[src/rtl/alu_pkg.sv]
// alu_pkg: shared state encoding, opcode width, flag bit positions and key roles
package alu_pkg;
    typedef enum logic [2:0] {
        S_A    = 3'd0,
        S_B    = 3'd1,
        S_OP   = 3'd2,
        S_EXEC = 3'd3,
        S_CAP  = 3'd4,
        S_SHOW = 3'd5
    } state_t;
    localparam int OPCODE_W    = 4;
    localparam int FLAG_N      = 3;
    localparam int FLAG_Z      = 2;
    localparam int FLAG_C      = 1;
    localparam int FLAG_V      = 0;
    localparam int KEY_CONFIRM = 0;
    localparam int KEY_CLEAR   = 3;
endpackage

[src/rtl/key_debounce.sv]
// key_debounce: 2-FF synchronizer, level debouncer and press pulse for one active-low key
// Ports: clk, rst (sync, active-high), key_n (raw pin, pressed = 0), press (one-cycle pulse on accepted press)
module key_debounce #(
    parameter int DEBOUNCE_CYCLES = 500000
) (
    input  logic clk,
    input  logic rst,
    input  logic key_n,
    output logic press
);
    localparam int CW = DEBOUNCE_CYCLES > 1 ? $clog2(DEBOUNCE_CYCLES) : 1;
    logic          sync1_q, sync2_q, level_q, level_d;
    logic [CW-1:0] cnt_q, cnt_d;
    always_comb begin
        level_d = level_q;
        cnt_d   = '0;
        if (sync2_q != level_q) begin
            if (cnt_q == CW'(DEBOUNCE_CYCLES - 1)) level_d = sync2_q;
            else cnt_d = cnt_q + CW'(1);
        end
    end
    // Pulse in the cycle the accepted level falls, so the FSM acts on the same edge as the flip
    assign press = level_q & ~level_d;
    always_ff @(posedge clk) begin
        if (rst) begin
            sync1_q <= 1'b1;
            sync2_q <= 1'b1;
            level_q <= 1'b1;
            cnt_q   <= '0;
        end else begin
            sync1_q <= key_n;
            sync2_q <= sync1_q;
            level_q <= level_d;
            cnt_q   <= cnt_d;
        end
    end
endmodule

[src/rtl/alu_operand_sequencer.sv]
// alu_operand_sequencer: debounced key entry of A, B and opcode, ALU strobe, and result/flag capture
// Ports: clk, rst (sync, active-high), key (active-low buttons), sw (entry switches),
//        alu_result/alu_flags (from ALU), a/b/opcode/alu_valid (to ALU),
//        disp_value/disp_flags (to displays), stage (state for LEDs)
module alu_operand_sequencer
    import alu_pkg::*;
#(
    parameter int WIDTH           = 4,
    parameter int DEBOUNCE_CYCLES = 500000
) (
    input  logic                clk,
    input  logic                rst,
    input  logic [3:0]          key,
    input  logic [9:0]          sw,
    input  logic [WIDTH-1:0]    alu_result,
    input  logic [3:0]          alu_flags,
    output logic [WIDTH-1:0]    a,
    output logic [WIDTH-1:0]    b,
    output logic [OPCODE_W-1:0] opcode,
    output logic                alu_valid,
    output logic [WIDTH-1:0]    disp_value,
    output logic [3:0]          disp_flags,
    output logic [2:0]          stage
);
    logic [3:0]          press;
    logic                unused_bits;
    state_t              state_q, state_d;
    logic [WIDTH-1:0]    a_q, a_d, b_q, b_d, dv_q, dv_d;
    logic [OPCODE_W-1:0] op_q, op_d;
    logic [3:0]          df_q, df_d;
    for (genvar k = 0; k < 4; k++) begin : g_key
        key_debounce #(.DEBOUNCE_CYCLES(DEBOUNCE_CYCLES)) u_db (
            .clk  (clk),
            .rst  (rst),
            .key_n(key[k]),
            .press(press[k])
        );
    end
    // Keys 1 and 2 are debounced for future use; upper switches are not part of the entry field
    assign unused_bits = ^{press[2:1], sw};
    always_comb begin
        state_d = state_q;
        a_d     = a_q;
        b_d     = b_q;
        op_d    = op_q;
        dv_d    = dv_q;
        df_d    = df_q;
        case (state_q)
            S_A, S_B, S_OP: begin
                dv_d = sw[WIDTH-1:0];
                df_d = '0;
                if (press[KEY_CONFIRM]) begin
                    a_d     = state_q == S_A  ? sw[WIDTH-1:0] : a_q;
                    b_d     = state_q == S_B  ? sw[WIDTH-1:0] : b_q;
                    op_d    = state_q == S_OP ? sw[OPCODE_W-1:0] : op_q;
                    state_d = state_q == S_A ? S_B : state_q == S_B ? S_OP : S_EXEC;
                end
            end
            S_EXEC: state_d = S_CAP;
            S_CAP: begin
                dv_d    = alu_result;
                df_d    = alu_flags;
                state_d = S_SHOW;
            end
            S_SHOW: state_d = press[KEY_CONFIRM] ? S_A : S_SHOW;
            default: state_d = S_A;
        endcase
        // Clear overrides any confirm seen in the same cycle
        if (press[KEY_CLEAR]) begin
            state_d = S_A;
            a_d     = '0;
            b_d     = '0;
            op_d    = '0;
            dv_d    = '0;
            df_d    = '0;
        end
    end
    always_ff @(posedge clk) begin
        if (rst) begin
            state_q <= S_A;
            a_q     <= '0;
            b_q     <= '0;
            op_q    <= '0;
            dv_q    <= '0;
            df_q    <= '0;
        end else begin
            state_q <= state_d;
            a_q     <= a_d;
            b_q     <= b_d;
            op_q    <= op_d;
            dv_q    <= dv_d;
            df_q    <= df_d;
        end
    end
    assign a          = a_q;
    assign b          = b_q;
    assign opcode     = op_q;
    assign alu_valid  = state_q == S_EXEC;
    assign disp_value = dv_q;
    assign disp_flags = df_q;
    assign stage      = state_q;
endmodule

[config.mk]
export PLATFORM = sky130hd
export DESIGN_NAME = alu_operand_sequencer
export DESIGN_NICKNAME = d
export VERILOG_FILES = /design/src/rtl/alu_pkg.sv /design/src/rtl/key_debounce.sv /design/src/rtl/alu_operand_sequencer.sv
export SDC_FILE = /design/constraint.sdc
export NUM_CORES = 1
export LEC_CHECK = 0
export ABC_CLOCK_PERIOD_IN_PS = 3900
export CAP_MARGIN = 20
export CELL_PAD_IN_SITES_DETAIL_PLACEMENT = 2
export CELL_PAD_IN_SITES_GLOBAL_PLACEMENT = 2
export CORE_ASPECT_RATIO = 2
export CORE_MARGIN = 1.5
export CORE_UTILIZATION = 34
export CTS_CLUSTER_DIAMETER = 60
export DETAILED_ROUTE_END_ITERATION = 7
export PLACE_DENSITY_LB_ADDON = 0.12
export SYNTH_ARGS = -nofsm -noshare
export SYNTH_HDL_FRONTEND = slang
export SYNTH_SLANG_ARGS = --single-unit
[constraint.sdc]
create_clock -name clk -period 3.9 [get_ports clk]
set_clock_uncertainty 0.2 [all_clocks]
set_input_delay 0.78 -clock clk [delete_from_list [all_inputs] [get_ports clk]]
set_output_delay 0.78 -clock clk [all_outputs]
set_load 0.01 [all_outputs]
# After elaboration in Yosys (flattened, before gate mapping)
# Index checks and enable logic that the tools add are counted.
# classes
bitwise_logic	6
n_reduce_logical	9
n_addsub	2
n_eq_ne	10
mux	11
# op_table
cell	n
19-bit by 1-bit adder with 19-bit output (second input constant)	2
19-bit == test (second input constant)	2
4-bit case mux with 2 select lines	2
3-bit case mux with 4 select lines	1
3-bit AND reduction	3
3-bit OR reduction	3
3-bit by 2-bit == test with 1-bit output (second input constant)	2
3-bit == test (second input constant)	2
3-bit two-way mux	2
1-bit two-way mux	5
1-bit NOT	4
3-bit by 1-bit == test with 1-bit output (second input constant)	1
3-bit zero test	1
1-bit bitwise AND	2
2-bit two-way mux	1
1-bit != test	2
2-bit by 1-bit != test with 1-bit output (second input constant)	1
2-bit nonzero test	1
2-bit OR reduction	1
# word_totals
register_bits	67
inputBits	24
output_inout_bits	24
elab_cells	52

# Logic depth before layout (Yosys ltp)
# Gate-level depths: netlist of the first run.
# depth
depth_word	7
mapped_depth	7
ltp_nobuf	5

# Hierarchy
# From an unflattened synthesis of the first run, not the netlist that was laid out.
# hier_totals
hier_cells	312
hier_area_um2	2911.5
# modules_own_cells
module	n_inst	seq_area_each_um2	cells_each	area_each_um2
key_debounce	2	440.4	108	974.7
alu_operand_sequencer	1	460.4	96	962.2

# Worst setup path before layout of the first run
# No wires, ideal clock.
# synth_path
kind	register to register
startpoint	register g_key[3].u_db.cnt_q[10]
endpoint	register state_q[0], in the netlist stage[0]
slack_ns	1.835
t_arrival_ns	1.728
setup_time_ns	0.137
n_path_buf	1
t_required_ns	3.563
synth_period_minus_slack_ns	2.065
path_stages_with_launch	6
path_cell_list	dfxtp_1 -> or4b_1 -> or3_4 -> o41ai_4 -> buf_6 -> a211oi_1
# synth_via
elab_chain_len	6
# synth_rtl
item	line	rtl
start, declared	key_debounce.sv:13	logic [CW-1:0] cnt_q, cnt_d;
start signal, assigned	key_debounce.sv:34	cnt_q <= cnt_d;
19-bit == test	key_debounce.sv:18	if (cnt_q == CW'(DEBOUNCE_CYCLES - 1)) level_d = sync2_q;
1-bit two-way mux	key_debounce.sv:18	
1-bit two-way mux	key_debounce.sv:17	if (sync2_q != level_q) begin
1-bit NOT	key_debounce.sv:23	assign press = level_q & ~level_d;
1-bit bitwise AND	key_debounce.sv:23	
2-bit OR reduction (no source line)	n/a	
end signal, assigned	alu_operand_sequencer.sv:87	state_q <= state_d;
end, declared	alu_operand_sequencer.sv:27	state_t state_q, state_d;
# No other way between the ends.
# A chain may end at the register's enable or synchronous reset.

# Worst setup path in the final report of the first run
# layout_path
startpoint	register state_q[0], in the netlist stage[0]
endpoint	output alu_valid
# layout_via
elab_chain_len	1
# layout_rtl
item	line	rtl
3-bit by 2-bit == test with 1-bit output	alu_operand_sequencer.sv:98	assign alu_valid = state_q == S_EXEC;
end, declared	alu_operand_sequencer.sv:20	output logic alu_valid,
# No other way between the ends.

==> results of run 1 <==
cell type report:
cell class,count,area [um2],share of cell area [%]
inverter,9,33.8,0.928
clock buffer,12,246,6.77
multi-input combinational,239,1480,40.6
timing repair buffer,41,405,11.1
sequential,67,1340,36.8
tap,98,123,3.37
clock inverter,3,15.0,0.412
per-stage QoR:
stage	total power, W	setup WS (ps)	cells	utilization, %	hold slack (ps)
finish	0.00145	1210	469	43.9	204
global route	0.00150	1090	469	43.9	239
CTS	0.00147	1170	469	43.9	206
detailed placement	0.000751	1290	454	40.8	198
global placement	0.000750	1360	454	40.8	195
floorplan	0.000725	1830	327	-	189
cells in the mapped netlist (4+ instances only):
| cell type | instances |
|---|---|
| sky130_fd_sc_hd__dfxtp_1 | 67 |
| sky130_fd_sc_hd__nor2_1 | 45 |
| sky130_fd_sc_hd__nand3_1 | 24 |
| sky130_fd_sc_hd__a21oi_1 | 22 |
| sky130_fd_sc_hd__o21ai_0 | 19 |
| sky130_fd_sc_hd__xor2_1 | 19 |
| sky130_fd_sc_hd__nand4_1 | 15 |
| sky130_fd_sc_hd__and4_1 | 11 |
| sky130_fd_sc_hd__nand2_1 | 11 |
| sky130_fd_sc_hd__inv_1 | 9 |
| sky130_fd_sc_hd__xnor2_1 | 9 |
| sky130_fd_sc_hd__clkbuf_1 | 7 |
| sky130_fd_sc_hd__nor3_1 | 5 |
| sky130_fd_sc_hd__or3_1 | 5 |
| sky130_fd_sc_hd__a22oi_1 | 4 |
| sky130_fd_sc_hd__o22ai_1 | 4 |
| sky130_fd_sc_hd__or2_2 | 4 |
| sky130_fd_sc_hd__or4_1 | 4 |
power groups by stage:
stage | clock network [W] | logic (W) | registers (W)
after global placement | 0 | 0.0000429 | 0.000707
after global routing | 0.000763 | 0.0000470 | 0.000693
after floorplan | 0 | 0.0000170 | 0.000708
after CTS | 0.000737 | 0.0000439 | 0.000693
after detailed placement | 0 | 0.0000436 | 0.000708
final | 0.000715 | 0.0000428 | 0.000693
kinds of logic (layout without fill, tap and decap cells):
kind of cell,Yosys count,count (layout),synth area share [%]
AND/OR/NAND/NOR,147,147,28.1
AO/OA/AOI/OAI,62,62,13.3
buffers and inverters,21,65,3.51
XOR/XNOR,28,28,8.39
flip-flops,67,67,45.9
adder cells (fa/ha/maj),2,2,0.856
per-layer routing:
layer  part of all wire [%]  vias up  GRT usage [%]
met2                     60       42           38.1
met4                    2.3        0           7.78
met5                      0        -              0
li1                       -     1259              -
met3                    3.0       13           4.61
met1                     34     1315           17.1
worst min-delay path by stage:
stage	startpoint	to	slack (ps)	depth (start not counted)
finish	g_key[0].u_db.sync1_q$_SDFF_PP1_	g_key[0].u_db.sync2_q$_SDFF_PP1_	200	1
global route	g_key[3].u_db.sync1_q$_SDFF_PP1_	g_key[3].u_db.sync2_q$_SDFF_PP1_	240	1
CTS	g_key[0].u_db.sync1_q$_SDFF_PP1_	g_key[0].u_db.sync2_q$_SDFF_PP1_	210	1
detailed placement	g_key[0].u_db.sync1_q$_SDFF_PP1_	g_key[0].u_db.sync2_q$_SDFF_PP1_	200	1
global placement	g_key[0].u_db.sync1_q$_SDFF_PP1_	g_key[0].u_db.sync2_q$_SDFF_PP1_	200	1
floorplan	g_key[0].u_db.sync1_q$_SDFF_PP1_	g_key[0].u_db.sync2_q$_SDFF_PP1_	190	1
state kept, by name, indices dropped and copies added, names as in the netlist:
register and count:
a 4, b 4, disp_flags 4, disp_value 4, g_key.u_db.cnt_q 38, g_key.u_db.level_q 2
g_key.u_db.sync1_q 2, g_key.u_db.sync2_q 2, opcode 4, stage 3
critical path: stages (launching register included):
cell                              delay [ps]
sky130_fd_sc_hd__dfxtp_1                 580
sky130_fd_sc_hd__nand3_1                 170
sky130_fd_sc_hd__inv_1                    80
sky130_fd_sc_hd__clkdlybuf4s50_1         550
cells in the final DEF (no fill, tap or decap), drive strengths merged, types with 2 or more instances in the layout:
cell / instances
nor2: 45
a21oi: 22
or3: 6
nand2b: 2
nor4: 2
clkbuf: 12
clkinv: 3
a22oi: 4
dfxtp: 67
nor4b: 3
or4: 4
inv: 9
nor3: 7
nand4: 15
nor2b: 3
clkdlybuf4s50: 39
xnor2: 9
and2: 2
or4b: 3
o21ai: 20
buf: 2
ha: 2
or2: 4
nand3: 24
xor2: 19
nand2: 11
o31ai: 3
o22ai: 4
and4: 11
==> results.sh, run 1 <==
export IMPL_critical_path_reg2reg_startpoint="g_key[0].u_db.cnt_q[4]$_SDFF_PP0_"
export IMPL_worst_ep_arrival_time_ps=1710
export IMPL_filler_cell_count=931
export IMPL_gpl_final_weighted_congestion=0.751
export IMPL_maxClockFrequency_ghz=0.372
export IMPL_fp_coreArea_um2=8290
export IMPL_place_detailed_hpwl_mm=6.18
export IMPL_area_growth_syn_to_fin_pct=24.7
export IMPL_synth_warnings=0
export IMPL_worst_path_max_fanout=13
export IMPL_min_period_over_period_pct=68.9
export IMPL_vias_per_cell=5.61
export IMPL_critPathCapture="alu_valid"
export IMPL_syn_cell_area_um2=2920
export IMPL_drt_pass1_iterations=4
export IMPL_first_iter_violations=82
export IMPL_placed_cell_area_um2=3380
export IMPL_cts_clk_slew_worst_paths_ps=50
export IMPL_die_area_um2=9190
export IMPL_num_rows=47
export IMPL_cap_violations=0
export IMPL_wirelength_mm=8.09
export IMPL_cp_data_required_time_ps=2920
export IMPL_cp_start_kind="flop"
export IMPL_slew_viol_final=0
export IMPL_seqPwrFrac_pct=47.8
export IMPL_r2r_setup_slack_ps=1410
export IMPL_number_of_cells_on_the_worst_reg_to_reg_path=4
export IMPL_cp_startpoint="stage[0]$_SDFFE_PP0P_"
export IMPL_cp_end_kind="primary output"
export IMPL_netlist_top_cell_by_area="sky130_fd_sc_hd__dfxtp_1"
export IMPL_worstReg2RegEnd="g_key[0].u_db.cnt_q[9]$_SDFF_PP0_"
export IMPL_cts_inserted_buffers=9
export IMPL_layout_min_cycle_time_ps=2690
export IMPL_ranking_of_synthesized_cells_by_area="sky130_fd_sc_hd__dfxtp_1, sky130_fd_sc_hd__nor2_1, sky130_fd_sc_hd__xor2_1"
export IMPL_power_switching_fraction_pct=20.6
export IMPL_outcome="finished clean"
export IMPL_detailroute_via_count=2629
export IMPL_synth_nets=353
export IMPL_placement_io_buffers=39
export IMPL_initial_utilization_pct=35.2
export IMPL_cts_repair_resized=0
export IMPL_power_combinational_fraction_pct=2.9
export IMPL_clock_tree_buffer_depth=2
export IMPL_power_ir_vdd_worst_mv=0.223
export IMPL_cts_hold_repair_buffers=0
export IMPL_slew_headroom_pct=40.3
export IMPL_slew_of_the_pin_with_the_lowest_slew_margin_ps=883
export IMPL_vias_in_the_first_global_route=2835
export IMPL_final_hold_violation_count=0
export IMPL_io_pins=48
export IMPL_cts_sinks=67
export IMPL_power_density_nw_per_um2=398
export IMPL_post_cts_buffers=0
export IMPL_floorplan_die_height_um=134
export IMPL_post_synth_top_area_fraction_pct=45.9
export IMPL_post_drt_wl_per_cell_um=17.2
export IMPL_synth_cells=327
export IMPL_clk_insertion_delay_late_ps=330
export IMPL_ys_ff_latch=67
export IMPL_globalRoute_totalOverflow=0
export IMPL_unrepaired_setup_endpoints_after_global_routing="no"
export IMPL_asyncSetResetFlopFracSynth_pct=0
export IMPL_h_tree_depth=3
export IMPL_hp_class="reg -> reg"
export IMPL_setup_total_negative_slack_ps=0
export IMPL_synth_lib_cells_used_distinct=46
export IMPL_chip_width_um=68.5
export IMPL_post_route_drc_violation_count=0
export IMPL_design_final_nets=393
export IMPL_grt_first_pass_wirelength_mm=13.3
export IMPL_power_share_clock_pct=49.3
export IMPL_number_of_antenna_violations_at_the_first_check_in_global_routing=0
export IMPL_clock_tree_from_tritoncts="built"
export IMPL_internal_power_w=0.00115
export IMPL_synth_edf_count=0
export IMPL_power_switching_w=0.000298
export IMPL_finalSetupViolCount=0
export IMPL_synth_avg_cell_area_um2=8.93
export IMPL_global_routing_usage_summed_across_all_routing_layers_pct=19.3
export IMPL_critPathKind="reg -> out"
export IMPL_leakage_nw=1.19
export IMPL_grt_max_degree=24
export IMPL_ys_flop_type="sky130_fd_sc_hd__dfxtp_1"
export IMPL_layout_drive_gt1_share_pct=7.01
export IMPL_share_of_synthesized_area_occupied_by_flip_flops_and_latches_pct=45.9
export IMPL_insertedDiodeCount=0
export IMPL_drtAntennaViolNets=0
export IMPL_final_cell_area_um2=3640
export IMPL_root_buffer="sky130_fd_sc_hd__clkbuf_16"
Power figures use the tool's default switching activity.
==> run 2: changes to the inputs <==
ABC_CLOCK_PERIOD_IN_PS = 2290   (was 3900)
CORE_UTILIZATION = 29   (was 34)
clock period = 2.29 ns   (was 3.9 ns; I/O delays follow)
==> run 2 against run 1 <==
  * Flip-flop and latch count unchanged
  * Power increased by 81%
  * Wire length increased by 7.1%
  * Sequential share of layout area decreased by 2.5 points
  * Non-clock buffer count increased by 21
  * Sequential power increased by 70%
  * Clock-buffer cell count decreased by 1
  * Register-to-register slack got worse by 1300 ps
  * First-iteration DRC count decreased by 49%
  * Critical endpoint is now disp_value[1]$_SDFFE_PP0P_
  * Largest power group unchanged
  * Highest routed layer unchanged
==> results.sh, run 2 (same netlist as run 1, synthesis figures left out) <==
export IMPL_outcome="finished clean"
export IMPL_slew_headroom_pct=64.1
export IMPL_min_period_over_period_pct=96.6
export IMPL_io_pins=48
export IMPL_power_density_nw_per_um2=672
export IMPL_wirelength_mm=8.67
export IMPL_drtAntennaViolNets=0
export IMPL_drt_pass1_iterations=4
export IMPL_post_route_drc_violation_count=0
export IMPL_maxClockFrequency_ghz=0.452
export IMPL_place_detailed_hpwl_mm=6.59
export IMPL_worst_path_cell_trace="or4b_1 > or3_4 > buf_6 > o41ai_4 > buf_12 > nor3_1"
export IMPL_grt_first_pass_wirelength_mm=14.4
export IMPL_cp_end_kind="flop"
export IMPL_filler_cell_count=1099
export IMPL_root_buffer="sky130_fd_sc_hd__clkbuf_16"
export IMPL_first_iter_violations=42
export IMPL_placement_io_buffers=39
export IMPL_critPathKind="reg -> reg"
export IMPL_fp_coreArea_um2=9760
export IMPL_post_cts_buffers=0
export IMPL_cts_sinks=67
export IMPL_globalRoute_totalOverflow=0
export IMPL_layout_min_cycle_time_ps=2210
export IMPL_power_ir_vdd_worst_mv=0.388
export IMPL_slowest_stage="sky130_fd_sc_hd__or4b_1"
export IMPL_worst_path_max_fanout=23
export IMPL_finalSetupViolCount=0
export IMPL_detailroute_via_count=2680
export IMPL_finalPower_w=0.00263
export IMPL_vias_in_the_first_global_route=2938
export IMPL_cts_inserted_buffers=9
export IMPL_cts_clk_slew_worst_paths_ps=60
export IMPL_post_drt_wl_per_cell_um=16.5
export IMPL_hold_depth=1
export IMPL_cts_hold_repair_buffers=0
export IMPL_leakage_nw=1.32
export IMPL_die_area_um2=10700
export IMPL_grt_max_degree=24
export IMPL_cp_start_kind="flop"
export IMPL_insertedDiodeCount=0
export IMPL_design_final_nets=414
export IMPL_num_rows=51
export IMPL_gpl_final_weighted_congestion=0.744
export IMPL_hp_class="reg -> reg"
export IMPL_mostFrequentLayoutCell="sky130_fd_sc_hd__dfxtp_1"
export IMPL_final_core_util_pct=40.1
export IMPL_chip_width_um=74.0
export IMPL_final_hold_violation_count=0
export IMPL_worstSetupPathDepth=6
export IMPL_register_bank_with_the_most_flops="g_key.u_db.cnt_q"
export IMPL_cpPeakStageDelay_ps=530
export IMPL_number_of_antenna_violations_at_the_first_check_in_global_routing=0
export IMPL_final_seq_area_um2=1340
export IMPL_fin_hold_ws_ps=211
export IMPL_largest_reg_flops=38
export IMPL_slew_of_the_pin_with_the_lowest_slew_margin_ps=533
export IMPL_h_tree_depth=3
export IMPL_area_growth_syn_to_fin_pct=34.0
export IMPL_layout_common_cells="sky130_fd_sc_hd__dfxtp_1, sky130_fd_sc_hd__nor2_1, sky130_fd_sc_hd__clkdlybuf4s50_1"
export IMPL_area_of_combinational_cells_with_multiple_inputs_um2=1490
export IMPL_layout_drive_gt1_share_pct=12.7
export IMPL_clock_tree_buffer_depth=2
export IMPL_unrepaired_setup_endpoints_after_global_routing="no"
export IMPL_worst_ep_arrival_time_ps=2230
export IMPL_cell_family_with_the_largest_share_of_critical_path_delay="simple AND/OR/NAND/NOR gates"
export IMPL_cp_data_required_time_ps=2300
export IMPL_number_of_cells_on_the_worst_reg_to_reg_path=6
export IMPL_global_routing_usage_summed_across_all_routing_layers_pct=17.6
export IMPL_initial_utilization_pct=29.9
export IMPL_floorplan_die_height_um=145
export IMPL_clk_insertion_delay_late_ps=330
export IMPL_slew_viol_final=0
export IMPL_clock_tree_from_tritoncts="built"
export IMPL_critical_path_buf_inv_count=2
export IMPL_vias_per_cell=5.10
export IMPL_cap_violations=0
[run 2: path summary, 6_finish.rpt]
path | endpoint | from | slack, ps
max reg2reg | disp_value[1]$_SDFFE_PP0P_ | g_key[3].u_db.cnt_q[10]$_SDFF_PP0_ | 80
min | g_key[3].u_db.sync2_q$_SDFF_PP1_ | g_key[3].u_db.sync1_q$_SDFF_PP1_ | 210
max | disp_value[1]$_SDFFE_PP0P_ | g_key[3].u_db.cnt_q[10]$_SDFF_PP0_ | 80
min reg2reg | g_key[3].u_db.sync2_q$_SDFF_PP1_ | g_key[3].u_db.sync1_q$_SDFF_PP1_ | 210
[run 2: area by class of cell]
cell class | count | area share, %
inverter | 9 | 0.863
clock inverter | 5 | 1.34
timing repair buffer | 62 | 15.1
tap | 132 | 4.22
multi-input combinational | 239 | 37.9
clock buffer | 11 | 6.20
sequential | 67 | 34.3
[run 2: through the flow]
stage / setup TNS [ps] / worst slack (ps) / cells / area, um2
floorplan: 0 / 225 / 327 / 2920
global placement: -61.1 / -9.02 / 509 / 3610
detailed placement: -114 / -47.4 / 509 / 3610
CTS: 0 / 40.6 / 525 / 3910
global route: 0 / 1.07 / 525 / 3910
finish: 0 / 77.4 / 525 / 3910
[run 2: timing repair]
action / CTS / global route
resized for setup: 1 / 2
setup endpoints to repair: 13 / 9
endpoints found under the hold margin: 0 / 0
[run 2: report_power, final]
part | internal [W] | total [W] | switching [W]
combinational | 0.0000442 | 0.0000812 | 0.0000370
clock | 0.000866 | 0.00137 | 0.000502
sequential | 0.00117 | 0.00118 | 0.00000563
[run 2: metal layers]
layer	global-route usage [%]	share of wire, %	vias up
li1	-	-	1303
met1	17.1	36	1327
met2	33.9	59	40
met3	3.68	2.6	10
met4	6.48	2.1	0
met5	0	0	-
[run 2: worst reg2reg max path, stage by stage (launching register included)]
cell and delay [ps]:
sky130_fd_sc_hd__dfxtp_1 310, sky130_fd_sc_hd__or4b_1 530, sky130_fd_sc_hd__or3_4 370, sky130_fd_sc_hd__buf_6 140
sky130_fd_sc_hd__o41ai_4 260, sky130_fd_sc_hd__buf_12 210, sky130_fd_sc_hd__nor3_1 70
==> run 3: changes to the inputs <==
TNS_END_PERCENT = 100   (was unset)
==> results of run 3 <==
No change in the layout: final DEF, timing and power equal those of run 2.
